[config.mk]
export PLATFORM = sky130hd
export DESIGN_NAME = simd_op_sequencer
export DESIGN_NICKNAME = d
export VERILOG_FILES = /design/src/rtl/simd_seq_pkg.sv /design/src/rtl/simd_stride_agen.sv /design/src/rtl/simd_op_sequencer.sv
export SDC_FILE = /design/constraint.sdc
export NUM_CORES = 1
export LEC_CHECK = 0
export CORE_UTILIZATION = 40
export DETAILED_ROUTE_END_ITERATION = 10
export PLACE_DENSITY = 0.65
export SETUP_SLACK_MARGIN = 0.3
export SLEW_MARGIN = 25
export SYNTH_ARGS = -nofsm -noshare
export SYNTH_HDL_FRONTEND = slang
export SYNTH_SLANG_ARGS = --single-unit
export TNS_END_PERCENT = 20
[constraint.sdc]
create_clock -name clk -period 7.1 [get_ports clk]
set_input_delay 1.42 -clock clk [delete_from_list [all_inputs] [get_ports clk]]
set_output_delay 1.42 -clock clk [all_outputs]
set_load 0.01 [all_outputs]
[src/rtl/simd_seq_pkg.sv]
// Shared types and constants for the SIMD operation sequencer.
package simd_seq_pkg;

    // Sequencer control states.
    typedef enum logic [1:0] {
        ST_IDLE  = 2'd0,
        ST_ISSUE = 2'd1,
        ST_DRAIN = 2'd2,
        ST_DONE  = 2'd3
    } seq_state_t;

    // Address width carried by a tag; must be at least BASE_STRIDE_WIDTH.
    localparam int SEQ_ADDR_W = 32;

    // One in-flight element travelling alongside its operand data.
    typedef struct packed {
        logic                  valid;
        logic                  first;
        logic                  last;
        logic [SEQ_ADDR_W-1:0] addr;
    } seq_tag_t;

    // Compute lane opcodes.
    localparam logic [3:0] ARITH = 4'd0;
    localparam logic [3:0] CALC  = 4'd1;
    localparam logic [3:0] COMP  = 4'd2;
    localparam logic [3:0] CAST  = 4'd3;

endpackage

[src/rtl/simd_stride_agen.sv]
// Base/stride running address accumulator: load base, then add stride per step.
module simd_stride_agen #(
    parameter int W = 32
) (
    input  logic         clk,
    input  logic         reset,
    input  logic         load,
    input  logic         step,
    input  logic [W-1:0] base,
    input  logic [W-1:0] stride,
    output logic [W-1:0] addr
);

    logic [W-1:0] acc_q;
    logic [W-1:0] stride_q;

    // Load on command accept, otherwise advance by the stride (wraps naturally).
    always_ff @(posedge clk or negedge reset) begin
        if (!reset) begin
            acc_q    <= '0;
            stride_q <= '0;
        end else if (load) begin
            acc_q    <= base;
            stride_q <= stride;
        end else if (step) begin
            acc_q    <= acc_q + stride_q;
        end
    end

    assign addr = acc_q;

endmodule

[src/rtl/simd_op_sequencer.sv]
// Sequences one SIMD lane through a single vector instruction: strided operand
// reads, lane control aligned to returning data, and result write-back.
// Handshake: a command transfers on a cycle where cmd_valid && cmd_ready; the
// initiator holds cmd_valid and the fields stable until that cycle.
module simd_op_sequencer
    import simd_seq_pkg::*;
#(
    parameter int OPCODE_BITS       = 4,
    parameter int FUNCTION_BITS     = 4,
    parameter int BASE_STRIDE_WIDTH = 32,
    parameter int ITER_WIDTH        = 16,
    parameter int RD_LATENCY        = 1,
    parameter int CU_LATENCY        = 1
) (
    input  logic                         clk,
    input  logic                         reset,
    input  logic                         cmd_valid,
    output logic                         cmd_ready,
    input  logic [OPCODE_BITS-1:0]       cmd_opcode,
    input  logic [FUNCTION_BITS-1:0]     cmd_fn,
    input  logic [ITER_WIDTH-1:0]        cmd_num_iter,
    input  logic [BASE_STRIDE_WIDTH-1:0] cmd_src0_base,
    input  logic [BASE_STRIDE_WIDTH-1:0] cmd_src0_stride,
    input  logic [BASE_STRIDE_WIDTH-1:0] cmd_src1_base,
    input  logic [BASE_STRIDE_WIDTH-1:0] cmd_src1_stride,
    input  logic [BASE_STRIDE_WIDTH-1:0] cmd_dst_base,
    input  logic [BASE_STRIDE_WIDTH-1:0] cmd_dst_stride,
    input  logic                         cmd_reduction,
    input  logic                         cmd_reduction_dim,
    input  logic [7:0]                   cmd_dest_int_bits,
    input  logic [7:0]                   cmd_src1_int_bits,
    input  logic [7:0]                   cmd_src2_int_bits,
    output logic                         rd0_req,
    output logic                         rd1_req,
    output logic [BASE_STRIDE_WIDTH-1:0] rd0_addr,
    output logic [BASE_STRIDE_WIDTH-1:0] rd1_addr,
    output logic [OPCODE_BITS-1:0]       cu_opcode,
    output logic [FUNCTION_BITS-1:0]     cu_fn,
    output logic                         cu_acc_reset,
    output logic                         cu_reduction_flag,
    output logic                         cu_reduction_dim,
    output logic [7:0]                   cu_dest_int_bits,
    output logic [7:0]                   cu_src1_int_bits,
    output logic [7:0]                   cu_src2_int_bits,
    output logic                         wr_req,
    output logic [BASE_STRIDE_WIDTH-1:0] wr_addr,
    output logic                         busy,
    output logic                         done
);

    localparam int DEPTH = RD_LATENCY + CU_LATENCY;

    seq_state_t                   state_q, state_d;
    logic                         accept, issue, last_elem, drain_busy;
    logic [ITER_WIDTH-1:0]        num_q, iter_q;
    logic [2:0]                   gap_q;
    logic                         red_q, dim_q;
    logic [OPCODE_BITS-1:0]       opcode_q;
    logic [FUNCTION_BITS-1:0]     fn_q;
    logic [7:0]                   dest_bits_q, src1_bits_q, src2_bits_q;
    logic [BASE_STRIDE_WIDTH-1:0] dst_addr;
    seq_tag_t                     tag_in;
    seq_tag_t                     pipe_q [DEPTH];

    assign accept    = cmd_valid && (state_q == ST_IDLE);
    // Reductions wait CU_LATENCY cycles between elements so the fed-back result is ready.
    assign issue     = (state_q == ST_ISSUE) && (gap_q == 3'd0);
    assign last_elem = (iter_q == num_q - ITER_WIDTH'(1));

    // State register.
    always_ff @(posedge clk or negedge reset) begin
        if (!reset) state_q <= ST_IDLE;
        else        state_q <= state_d;
    end

    // Next-state logic; DRAIN ends once only the oldest stage can still hold a tag.
    always_comb begin
        state_d = state_q;
        case (state_q)
            ST_IDLE:  if (accept) state_d = (cmd_num_iter == '0) ? ST_DONE : ST_ISSUE;
            ST_ISSUE: if (issue && last_elem) state_d = ST_DRAIN;
            ST_DRAIN: if (!drain_busy) state_d = ST_DONE;
            ST_DONE:  state_d = ST_IDLE;
            default:  state_d = ST_IDLE;
        endcase
    end

    // Command configuration, held until the next accept.
    always_ff @(posedge clk or negedge reset) begin
        if (!reset) begin
            num_q       <= '0;
            red_q       <= 1'b0;
            dim_q       <= 1'b0;
            opcode_q    <= '0;
            fn_q        <= '0;
            dest_bits_q <= '0;
            src1_bits_q <= '0;
            src2_bits_q <= '0;
        end else if (accept) begin
            num_q       <= cmd_num_iter;
            red_q       <= cmd_reduction;
            dim_q       <= cmd_reduction_dim;
            opcode_q    <= cmd_opcode;
            fn_q        <= cmd_fn;
            dest_bits_q <= cmd_dest_int_bits;
            src1_bits_q <= cmd_src1_int_bits;
            src2_bits_q <= cmd_src2_int_bits;
        end
    end

    // Element index and inter-issue gap counter.
    always_ff @(posedge clk or negedge reset) begin
        if (!reset) begin
            iter_q <= '0;
            gap_q  <= '0;
        end else if (accept) begin
            iter_q <= '0;
            gap_q  <= '0;
        end else if (issue) begin
            iter_q <= iter_q + ITER_WIDTH'(1);
            gap_q  <= red_q ? 3'(CU_LATENCY - 1) : 3'd0;
        end else if (gap_q != 3'd0) begin
            gap_q  <= gap_q - 3'd1;
        end
    end

    always_comb begin
        tag_in       = '0;
        tag_in.valid = issue;
        tag_in.first = (iter_q == '0);
        tag_in.last  = last_elem;
        tag_in.addr  = SEQ_ADDR_W'(dst_addr);
    end

    // Tag shift register; stage k holds the element issued k+1 cycles ago.
    always_ff @(posedge clk or negedge reset) begin
        if (!reset) begin
            for (int k = 0; k < DEPTH; k++) pipe_q[k] <= '0;
        end else begin
            pipe_q[0] <= tag_in;
            for (int k = 1; k < DEPTH; k++) pipe_q[k] <= pipe_q[k-1];
        end
    end

    // Any tag that will still be in flight after this cycle.
    always_comb begin
        drain_busy = 1'b0;
        for (int k = 0; k < DEPTH - 1; k++) drain_busy = drain_busy | pipe_q[k].valid;
    end

    simd_stride_agen #(.W(BASE_STRIDE_WIDTH)) u_agen_src0 (
        .clk(clk), .reset(reset), .load(accept), .step(issue),
        .base(cmd_src0_base), .stride(cmd_src0_stride), .addr(rd0_addr)
    );

    simd_stride_agen #(.W(BASE_STRIDE_WIDTH)) u_agen_src1 (
        .clk(clk), .reset(reset), .load(accept), .step(issue),
        .base(cmd_src1_base), .stride(cmd_src1_stride), .addr(rd1_addr)
    );

    // Reductions never step the destination, so their single write lands on dst_base.
    simd_stride_agen #(.W(BASE_STRIDE_WIDTH)) u_agen_dst (
        .clk(clk), .reset(reset), .load(accept), .step(issue && !red_q),
        .base(cmd_dst_base), .stride(cmd_dst_stride), .addr(dst_addr)
    );

    assign cmd_ready         = (state_q == ST_IDLE);
    assign busy              = (state_q != ST_IDLE);
    assign done              = (state_q == ST_DONE);
    assign rd0_req           = issue;
    assign rd1_req           = issue;
    assign cu_opcode         = opcode_q;
    assign cu_fn             = fn_q;
    assign cu_reduction_dim  = dim_q;
    assign cu_dest_int_bits  = dest_bits_q;
    assign cu_src1_int_bits  = src1_bits_q;
    assign cu_src2_int_bits  = src2_bits_q;
    assign cu_acc_reset      = pipe_q[RD_LATENCY-1].valid && pipe_q[RD_LATENCY-1].first;
    assign cu_reduction_flag = pipe_q[RD_LATENCY-1].valid && red_q && !pipe_q[RD_LATENCY-1].first;
    assign wr_req            = pipe_q[DEPTH-1].valid && (!red_q || pipe_q[DEPTH-1].last);
    assign wr_addr           = BASE_STRIDE_WIDTH'(pipe_q[DEPTH-1].addr);

endmodule

==> results.txt, run 1 <==
Net Switching: 5020 uW
Count of TritonRoute iterations in the first routing pass: 6
Number of warnings printed during yosys synthesis: 0
Unrepaired setup endpoints after global routing: false
Number of cells traversed by the worst register-to-register path: 14
Number of nets at the end of the flow: 2714
Vertical extent of the die: 213 um
Via Count: 15.4k
CP Max Fanout: 88
Effective utilization at floorplan: 40.4%
Classification of the worst setup path: reg2out
Clock insertion delay at the later pin of the skew report: 0.56 ns
Site row count: 77
Clk Tree Root Cell: sky130_fd_sc_hd__clkbuf_16
DRC viols: 0
Maximum clock insertion buffer count: 3
Post-CTS setup repair buffer count: 0
Average wire per standard cell: 17.0 um
Die ar.: 45500 um^2
FF+latch count, synth: 332
Max transition margin: 31.5%
Sw Ratio: 42.1%
CTS tree: yes
Final ANT Viol Nets: 0
Via count of the first global-routing pass: 15.0k
FFs w/ async S/R, synth: 100%
Distinct cell type count after synthesis: 68
Count of non-filler cells in the finished layout: 2987
TritonCTS Sinks: 332
Transition time at the pin with the least slew margin: 1.03 ns
Total grt overflow: 0
Sequential share of power: 28.8%
Clock buffers created by TritonCTS: 38
Hold Vio Cnt, Final: 0
FF-to-FF setup slack: 3.37 ns
Worst R2R Start: u_agen_src0.addr[0]
Portion of total power attributed to combinational logic: 54.7%
Largest net degree at the start of global routing: 208
Core area: 44100 um^2
Top cells by area, synth: sky130_fd_sc_hd__dfrtp_1, sky130_fd_sc_hd__nand2_1, sky130_fd_sc_hd__ha_1, sky130_fd_sc_hd__a21oi_1, sky130_fd_sc_hd__nor2_1
Area share of the largest cell type after synthesis: 46.6%
Horizontal extent of the die: 213 um
Internal power: 6910 uW
Post-synthesis cell area: 17800 um^2
Share of total power in the clock network: 16.6%
Synth area leader: sky130_fd_sc_hd__dfrtp_1
Data arrival time of the critical path: 3.27 ns
Count of input and output buffers: 381
Detailed Route Iter0 Violations: 884
H-tree depth: 2
Run status: finished, final reports clean
Top-level port count: 382
Number of maximum-capacitance violations: 0
Total power divided by cell area: 514 nW/um^2
Class of the tightest hold or removal check: reg2reg
Routability-driven placement congestion ratio: 0.892
Most common cell after layout, fill and taps aside: sky130_fd_sc_hd__nand2_1
Number of hold-repair buffers added at the cts stage: 0
Fmax: 213 MHz
Number of endpoints failing setup at the final stage: 0
Reported leakage power: 0.0107 uW
Post-layout total power: 11900 uW
Min-delay src: pipe_q[42]
Synth Flop Type: sky130_fd_sc_hd__dfrtp_1
Total negative slack for setup checks: 0 ns
Clk pin slew, worst setup/hold paths: 0.06 ns
Post-detail-place hpwl: 36400 um
Global-route wire length before repair: 79600 um
Time the final worst path needs with I/O delays and setup: 4.69 ns
Post-cts resize count: 0
Number of vias per cell after detailed routing: 5.14
Cell depth of the worst hold path: 0
Highest-count cells in the layout ignoring fill and taps: sky130_fd_sc_hd__nand2_1, sky130_fd_sc_hd__clkdlybuf4s50_1, sky130_fd_sc_hd__dfrtp_1
Initial antenna violation count: 12
Syn_area_per_cell: 8.69 um^2
Sequential element share of the synthesized area: 46.6%
Proportion of layout cells with a drive suffix above 1: 3.89%
Post-synth net total: 2404
WL final: 50700 um
Placed Instances: 2916
EDFF count, synth: 0
Max VDD drop: 0.000247 V
Setup clock skew after layout: 0.0240 ns
Area grow syn2layout: 30.1%
Required time of the worst setup path: 5.68 ns
Reg-to-Reg End: u_agen_src0.addr[28]
Overall global routing resource usage: 22.2%
Endpoint type of the worst setup path: output pin
Final worst path period share: 66.1%
End point of the most critical hold path: wr_addr[7]
Synthesized netlist cell count: 2054
Max-slew violation total from the final report: 0
Crit path launch type: flip-flop
kinds of logic after synthesis:
| group | Yosys count | synth area share [%] |
|---|---|---|
| AO/OA/AOI/OAI | 439 | 15.2 |
| flip-flops | 332 | 46.6 |
| XOR/XNOR | 109 | 5.35 |
| multiplexers | 7 | 0.393 |
| adder cells (fa/ha/maj) | 105 | 7.49 |
| buffers and inverters | 164 | 4.18 |
| AND/OR/NAND/NOR | 898 | 20.9 |
power groups by stage:
stage / registers, uW / logic (uW) / clock network, uW
6_report: 3430 / 6520 / 1980
5_1_grt: 3530 / 7280 / 2110
4_1_cts: 3430 / 6520 / 2030
3_5_place_dp: 3450 / 6470 / 0
3_3_place_gp: 3430 / 6350 / 0
2_1_floorplan: 3360 / 4530 / 0
final cells by class:
class / count / area (um^2)
diodes: 4 / 10.0
clock buffers: 51 / 1060
clock inverters: 16 / 186
fillers: 4138 / 20900
inverters: 43 / 161
multi-input cells: 1558 / 8810
flip-flops and latches: 332 / 8310
well taps: 592 / 741
repair buffers: 391 / 3930
worst max path at each step:
stage / start / end
floorplan: gap_q[0] / rd1_req
finish: gap_q[0] / rd0_req
detailed placement: gap_q[0] / rd0_req
global placement: gap_q[0] / rd0_req
global route: gap_q[0] / rd0_req
CTS: gap_q[0] / rd0_req
registers in the layout (all words and copies together) (netlist names), 16 cells and up:
name	count
pipe_q	36
u_agen_src0.addr	32
u_agen_src1.stride_q	32
u_agen_dst.stride_q	32
iter_q	16
wr_addr	32
u_agen_dst.addr	32
u_agen_src0.stride_q	32
u_agen_src1.addr	32
num_q	16
layer usage:
| metal | wire (um) | part of all wire [%] | up-vias | track usage (%) |
|---|---|---|---|---|
| li1 | - | - | 7560 | - |
| met1 | 22400 | 44 | 7287 | 29.4 |
| met2 | 23200 | 46 | 412 | 34.9 |
| met3 | 3820 | 7.5 | 86 | 6.80 |
| met4 | 1070 | 2.1 | 16 | 5.99 |
| met5 | 109 | 0.22 | - | 0 |
through the flow:
step	utilization [%]	worst slack, ns	hold WS, ns	cell area (um^2)
floorplan	-	3.63	0.331	17800
global placement	49.8	2.97	0.332	22000
detailed placement	49.8	2.91	0.335	22000
CTS	52.6	2.31	0.349	23200
global route	52.6	2.18	0.352	23200
finish	52.6	2.41	0.346	23200
synthesized netlist by cell type (all sizes together) (29+ instances only):
cell type and number:
a21oi 156, o21ai 114, a31oi 29, a21o 47, buf 43, xnor2 61
inv 43, clkbuf 78, nand2 585, xor2 48, ha 102, dfrtp 332
nor2 159, nand3 32
worst max-delay path: stages (launching register included):
cell	delay, ns
sky130_fd_sc_hd__dfrtp_1	0.38
sky130_fd_sc_hd__inv_1	0.06
sky130_fd_sc_hd__ha_1	0.14
sky130_fd_sc_hd__ha_1	0.33
sky130_fd_sc_hd__nand2_4	0.54
sky130_fd_sc_hd__inv_2	0.56
sky130_fd_sc_hd__clkdlybuf4s50_1	0.67
No activity file was read; power rests on OpenSTA's default activity.
==> inputs of run 2 (changes only) <==
Settings changed: PLACE_DENSITY 0.65 to 0.68.
Clock period 7.1 ns to 3.95 ns, I/O delays scaled along.
==> run 2 against run 1 <==
Against the previous run:
- utilization up 0.23 points
- largest power group unchanged
- power is 81% higher
- register-to-register slack lost 3.0 ns
- design area increased by 0.44%
==> results.txt, run 2 (synthesis results as in run 1) <==
Detailed Route Iter0 Violations: 1062 (was 884)
Post-CTS setup repair buffer count: 0 (unchanged)
Area grow syn2layout: 30.7% (was 30.1%)
Maximum clock insertion buffer count: 3 (unchanged)
Via Count: 15.4k (about the same)
Average wire per standard cell: 16.9 um (was 17.0 um)
Top-level port count: 382 (unchanged)
Required time of the worst setup path: 4.39 ns (was 5.68 ns)
Number of nets at the end of the flow: 2722 (was 2714)
Data arrival time of the critical path: 3.98 ns (was 3.27 ns)
TritonCTS Sinks: 332 (unchanged)
CTS tree: yes (unchanged)
Setup clock skew after layout: 0.0277 ns (was 0.0240 ns)
Number of endpoints failing setup at the final stage: 0 (unchanged)
Fmax: 283 MHz
Number of vias per cell after detailed routing: 5.15 (was 5.14)
Final worst path period share: 89.5%
Count of filler cells inserted in the layout: 4118 (was 4138)
Core area: 44100 um^2 (unchanged)
Biggest register: pipe_q (unchanged)
Routability-driven placement congestion ratio: 0.914 (was 0.892)
Endpoint type of the worst setup path: flip-flop (was output pin)
Proportion of layout cells with a drive suffix above 1: 4.08% (was 3.89%)
Classification of the worst setup path: reg2reg (was reg2out)
Placement Setup Slack: 0.327 ns (was 2.91 ns)
Final ANT Viol Nets: 0 (unchanged)
Horizontal extent of the die: 213 um (unchanged)
Post-layout total power: 21500 uW (was 11900 uW)
Overall global routing resource usage: 22.0% (was 22.2%)
Number of maximum-capacitance violations: 0 (unchanged)
Total power divided by cell area: 924 nW/um^2 (was 514 nW/um^2)
Time the final worst path needs with I/O delays and setup: 3.53 ns
Hold Vio Cnt, Final: 0 (unchanged)
Most common cell after layout, fill and taps aside: sky130_fd_sc_hd__nand2_1 (unchanged)
CP Max Fanout: 5 (was 88)
Run status: finished, final reports clean (unchanged)
Via count of the first global-routing pass: 15.0k (about the same)
Clock insertion delay at the later pin of the skew report: 0.56 ns (about the same)
Class of the tightest hold or removal check: in2async (was reg2reg)
DRC viols: 0 (unchanged)
WL final: 50600 um (was 50700 um)
Area of combinational cells with multiple inputs: 8820 um^2 (was 8810 um^2)
Number of antenna diodes: 0 (was 4)
Clock buffers created by TritonCTS: 37 (was 38)
Total grt overflow: 0 (unchanged)
Die ar.: 45500 um^2 (unchanged)
Post-detail-place hpwl: 36200 um (was 36400 um)
Highest-count cells in the layout ignoring fill and taps: sky130_fd_sc_hd__nand2_1, sky130_fd_sc_hd__clkdlybuf4s50_1, sky130_fd_sc_hd__dfrtp_1 (unchanged)
Global-route wire length before repair: 79500 um (was 79600 um)
Max transition margin: 32.7% (was 31.5%)
Count of input and output buffers: 381 (unchanged)
Max VDD drop: 0.000437 V (was 0.000247 V)
Final core area utilization: 52.8% (was 52.6%)
Clk pin slew, worst setup/hold paths: 0.06 ns (about the same)
Effective utilization at floorplan: 40.4% (unchanged)
Reported leakage power: 0.0108 uW (was 0.0107 uW)
Final critical-path setup slack: 0.416 ns (was 2.41 ns)
Worst hold slack across all endpoints: 0.315 ns (was 0.346 ns)
Initial antenna violation count: 5 (was 12)
Site row count: 77 (unchanged)
Vertical extent of the die: 213 um (unchanged)
Unrepaired setup endpoints after global routing: true (was false)
H-tree depth: 2 (unchanged)
Max reg flops: 36 (unchanged)
Transition time at the pin with the least slew margin: 1.01 ns (was 1.03 ns)
Max-slew violation total from the final report: 0 (unchanged)
Clk Tree Root Cell: sky130_fd_sc_hd__clkbuf_16 (unchanged)
Largest net degree at the start of global routing: 130 (was 208)
Sequential cell area in the final layout: 8310 um^2 (unchanged)
Total negative slack for setup checks: 0 ns (unchanged)
Count of TritonRoute iterations in the first routing pass: 5 (was 6)
Crit path launch type: flip-flop (unchanged)
run 2: changes by cell type in the layout (fill, tap and decap cells not counted), sizes merged:
cell	delta
inv	-3
clkinv	-3
diode	-4
clkinvlp	-1
bufinv	+2
buf	+9
clkbuf	+5
run 2: timing repair:
action / CTS / global route
pin swaps: 0 / 1
hold buffers: 0 / 0
endpoints found under the setup margin: 1 / 5
hold endpoints to repair: 0 / 0
gates cloned: 0 / 0
resized for setup: 1 / 3
run 2: where the power goes:
group	leakage (uW)	internal, uW	switching (uW)
logic	0.00610	5350	6430
clock network	0.000613	2200	1430
registers	0.00407	5010	1130
total	0.0108	12600	8980
run 2: worst paths after layout:
kind / start / endpoint / slack [ns] / cells after the start
worst max-delay path: u_agen_src1.addr[0] / u_agen_src1.addr[28] / 0.42 / 14
worst min-delay path: reset / u_agen_src1.addr[9] / 0.32 / 1
worst max register to register: u_agen_src1.addr[0] / u_agen_src1.addr[28] / 0.42 / 14
worst min register to register: pipe_q[65] / wr_addr[30] / 0.35 / 0
max in group asynchronous: reset / u_agen_src0.stride_q[18] / 2.68 / 2
min in group clk: pipe_q[65] / wr_addr[30] / 0.35 / 0
run 2: critical path, cell delays in order (launching register included):
cell and delay [ns]:
sky130_fd_sc_hd__dfrtp_1 0.37, sky130_fd_sc_hd__ha_1 0.20, sky130_fd_sc_hd__inv_1 0.07, sky130_fd_sc_hd__fa_1 0.42, sky130_fd_sc_hd__nand2b_1 0.18, sky130_fd_sc_hd__a21oi_1 0.24
sky130_fd_sc_hd__nor3_1 0.08, sky130_fd_sc_hd__o21ai_1 0.28, sky130_fd_sc_hd__a21oi_1 0.20, sky130_fd_sc_hd__o21ai_2 0.25, sky130_fd_sc_hd__a41oi_2 0.25, sky130_fd_sc_hd__o311ai_2 0.35
sky130_fd_sc_hd__a21oi_1 0.12, sky130_fd_sc_hd__mux2i_1 0.13, sky130_fd_sc_hd__a221o_1 0.27
run 2: metrics by stage:
| step | instance area (um^2) | std cells |
|---|---|---|
| after floorplan | 17800 | 2054 |
| final | 23300 | 2992 |
| after global placement | 22000 | 2925 |
| after CTS | 23300 | 2992 |
| after global routing | 23300 | 2992 |
| after detailed placement | 22000 | 2925 |
run 2: cell type report:
class	count	area share, %
clock buffer	56	4.58
clock inverter	11	0.848
timing repair buffer	400	17.2
inverter	43	0.692
sequential	332	35.6
tap	592	3.18
multi-input combinational	1558	37.9
run 2: metal layers:
metal	track usage [%]	up-vias	share of wire [%]
li1	-	7554	-
met1	29.6	7355	45
met2	35.5	415	46
met3	5.66	66	6.7
met4	5.15	10	1.8
met5	0	-	0.12
==> inputs of run 3 (changes only) <==
Settings changed: CAP_MARGIN set to 0, CTS_BUF_LIST set to sky130_fd_sc_hd__clkbuf_2, CTS_CLUSTER_SIZE set to 25.
==> run 3 against run 2 <==
Against the previous run:
- clock-buffer cell count rose by 69
- worst setup slack lost 0.0090 ns
- cell count increased by 3.1%
- sequential power about the same
- non-clock buffer count is 1 higher
- hold slack lost 0.068 ns
- sequential cell count is the same
- sequential share of layout area increased by 0.64 points
- die area is the same
- largest cell class unchanged
==> results.txt, run 3 (synthesis results as in run 1) <==
Run status: finished, final reports clean (unchanged)
Via Count: 15.7k (was 15.4k)
Most common cell after layout, fill and taps aside: sky130_fd_sc_hd__nand2_1 (unchanged)
Standard cell with the maximum stage delay on the critical path: sky130_fd_sc_hd__fa_1 (unchanged)
Number of buffers and inverters on the critical path: 1 (unchanged)
Total power divided by cell area: 891 nW/um^2 (was 924 nW/um^2)
Clk pin slew, worst setup/hold paths: 0.10 ns (was 0.06 ns)
Reported leakage power: 0.0108 uW (about the same)
CTS tree: yes (unchanged)
Portion of total power attributed to combinational logic: 57.7% (was 54.7%)
Proportion of layout cells with a drive suffix above 1: 7.10% (was 4.08%)
DRC viols: 0 (unchanged)
Reg-to-Reg End: u_agen_src1.addr[28] (unchanged)
Count of input and output buffers: 381 (unchanged)
Start point of the critical path: u_agen_src1.addr[0] (unchanged)
Final design instance area without fill: 22900 um^2 (was 23300 um^2)
Post-layout total power: 20400 uW (was 21500 uW)
Post-CTS setup repair buffer count: 0 (unchanged)
Max-slew violation total from the final report: 0 (unchanged)
Met2 track demand over resource: 35.4% (was 35.5%)
Number of vias per cell after detailed routing: 5.09 (was 5.15)
Number of endpoints failing setup at the final stage: 0 (unchanged)
Data arrival time of the critical path: 4.42 ns (was 3.98 ns)
CP Cell Sequence: ha_1, inv_1, fa_1, nand2b_1, a21oi_1, nor3_1, o21ai_2, a21oi_1, o21ai_2, a41oi_2, o311ai_1, a21oi_1, mux2i_1, a221o_1 (was ha_1, inv_1, fa_1, nand2b_1, a21oi_1, nor3_1, o21ai_1, a21oi_1, o21ai_2, a41oi_2, o311ai_2, a21oi_1, mux2i_1, a221o_1)
Post-detail-place hpwl: 36200 um (unchanged)
Number of maximum-capacitance violations: 0 (unchanged)
Share of total power in the clock network: 12.4% (was 16.9%)
H-tree depth: 3 (was 2)
Clock buffers created by TritonCTS: 91 (was 37)
Classification of the worst setup path: reg2reg (unchanged)
Total negative slack for setup checks: 0 ns (unchanged)
WL final: 50700 um (was 50600 um)
Unrepaired setup endpoints after global routing: true (unchanged)
Transition time at the pin with the least slew margin: 1.02 ns (was 1.01 ns)
Count of filler cells inserted in the layout: 4213 (was 4118)
Final ANT Viol Nets: 0 (unchanged)
Final core area utilization: 51.9% (was 52.8%)
Initial antenna violation count: 6 (was 5)
CP Max Fanout: 5 (unchanged)
Area of combinational cells with multiple inputs: 8820 um^2 (about the same)
Detailed Route Iter0 Violations: 879 (was 1062)
Die ar.: 45500 um^2 (unchanged)
Sequential cell area in the final layout: 8310 um^2 (unchanged)
Via count of the first global-routing pass: 15.6k (was 15.0k)
Max reg flops: 36 (unchanged)
Routability-driven placement congestion ratio: 0.914 (unchanged)
Most heavily used metal layer in global routing: met2 (unchanged)
Cell depth of the worst hold path: 3
Largest net degree at the start of global routing: 130 (unchanged)
Time the final worst path needs with I/O delays and setup: 3.54 ns (was 3.53 ns)
Count of TritonRoute iterations in the first routing pass: 5 (unchanged)
End point of the most critical hold path: u_agen_src0.stride_q[5]
Slowest Stage Delay on Critical Path: 0.42 ns (about the same)
Global-route wire length before repair: 80100 um (was 79500 um)
Library cell appearing most often on the critical path: sky130_fd_sc_hd__a21oi_1 (unchanged)
Average wire per standard cell: 16.4 um (was 16.9 um)
Met1 usage in global routing: 29.2% (was 29.6%)
Highest-count cells in the layout ignoring fill and taps: sky130_fd_sc_hd__nand2_1, sky130_fd_sc_hd__clkdlybuf4s50_1, sky130_fd_sc_hd__dfrtp_1 (unchanged)
Sw Ratio: 44.2% (was 41.7%)
Class of the tightest hold or removal check: in2reg (was in2async)
Min-delay src: cmd_src0_stride[5]
Max transition margin: 31.9% (was 32.7%)
Placed cell area: 22000 um^2 (unchanged)
Required time of the worst setup path: 4.83 ns (was 4.39 ns)
Clock insertion delay at the later pin of the skew report: 1.06 ns (was 0.56 ns)
Hold Vio Cnt, Final: 0 (unchanged)
TritonCTS Sinks: 332 (unchanged)
Net Switching: 9020 uW (was 8980 uW)
Total grt overflow: 0 (unchanged)
Max VDD drop: 0.000363 V (was 0.000437 V)
Area grow syn2layout: 28.4% (was 30.7%)
Overall global routing resource usage: 22.3% (was 22.0%)
FF-to-FF setup slack: 0.41 ns (was 0.42 ns)
Maximum clock insertion buffer count: 3 (unchanged)
Internal power: 11400 uW (was 12600 uW)
Core area: 44100 um^2 (unchanged)
Number of nets at the end of the flow: 2777 (was 2722)
Sequential share of power: 29.9% (was 28.5%)
Number of cells traversed by the worst register-to-register path: 14 (unchanged)
Top-level port count: 382 (unchanged)
Vertical extent of the die: 213 um (unchanged)
Met3 GRT Util: 5.97% (was 5.66%)
Endpoint type of the worst setup path: flip-flop (unchanged)
Crit path launch type: flip-flop (unchanged)
Clk Tree Root Cell: sky130_fd_sc_hd__clkbuf_2 (was sky130_fd_sc_hd__clkbuf_16)
Horizontal extent of the die: 213 um (unchanged)
Effective utilization at floorplan: 40.4% (unchanged)
Setup clock skew after layout: 0.0778 ns (was 0.0277 ns)
Fmax: 282 MHz (was 283 MHz)
Worst R2R Start: u_agen_src1.addr[0] (unchanged)
Biggest register: pipe_q (unchanged)
Final worst path period share: 89.7% (was 89.5%)
Dominant delay contributor by cell family on the critical path: compound AO/OA/AOI/OAI gates (unchanged)
Site row count: 77 (unchanged)
[run 3: changes by cell type in the layout (fill, tap and decap cells not counted), moves of 2 or more]
cell / before / now
sky130_fd_sc_hd__clkbuf_8: 5 / 0
sky130_fd_sc_hd__clkinv_1: 0 / 27
sky130_fd_sc_hd__bufinv_16: 5 / 3
sky130_fd_sc_hd__clkbuf_2: 0 / 125
sky130_fd_sc_hd__clkinv_2: 3 / 0
sky130_fd_sc_hd__clkbuf_16: 38 / 0
sky130_fd_sc_hd__clkbuf_1: 13 / 0
[run 3: final cells by class]
type	count	area share (%)
Tap cell	592	3.23
Clock inverter	34	0.940
Clock buffer	125	2.73
Multi-Input combinational cell	1558	38.5
Sequential cell	332	36.3
Antenna cell	1	0.0109
Timing Repair Buffer	401	17.6
Inverter	43	0.727
[run 3: how the worst max path moves through the flow]
stage | to | slack (ns) | cells past startpoint
6_report | u_agen_src1.addr[28] | 0.41 | 14
3_3_place_gp | u_agen_src1.addr[28] | 0.44 | 14
3_5_place_dp | u_agen_src1.addr[28] | 0.33 | 14
2_1_floorplan | u_agen_src1.addr[28] | 0.80 | 14
5_1_grt | u_agen_src1.addr[31] | 0.22 | 12
4_1_cts | rd1_req | 0.20 | 6
[run 3: routing by layer]
layer / part of all wire (%) / wire length (um) / vias to the layer above
met5: 0.13 / 68 / -
met4: 1.8 / 923 / 10
met3: 6.5 / 3280 / 70
met2: 47 / 23600 / 416
met1: 45 / 22800 / 7504
li1: - / - / 7715
[run 3: repair_timing]
action | 4_1_cts | 5_1_grt
resized for setup | 3 | 5
hold buffers | 1 | 0
gates cloned | 0 | 0
endpoints found under the setup margin | 4 | 8
hold endpoints to repair | 100 | 0
[run 3: tightest hold or removal path, cell delays in order]
cell and delay, ns:
sky130_fd_sc_hd__clkdlybuf4s50_1 0.40, sky130_fd_sc_hd__nand2_1 0.05, sky130_fd_sc_hd__nand2_1 0.04
[run 3: per-stage QoR]
step | instances | hold slack [ns] | setup slack (ns)
final | 3086 | 0.247 | 0.407
after global routing | 3086 | 0.127 | 0.221
after CTS | 3085 | 0.0741 | 0.202
after detailed placement | 2925 | 0.335 | 0.327
after global placement | 2925 | 0.333 | 0.435
after floorplan | 2054 | 0.331 | 0.798
[run 3: power groups by stage]
stage	registers, uW	logic (uW)	clock network [uW]
2_1_floorplan	6040	8140	0
3_3_place_gp	6100	11500	0
3_5_place_dp	6170	11600	0
4_1_cts	6110	11700	2640
5_1_grt	6300	13100	2810
6_report	6110	11800	2530
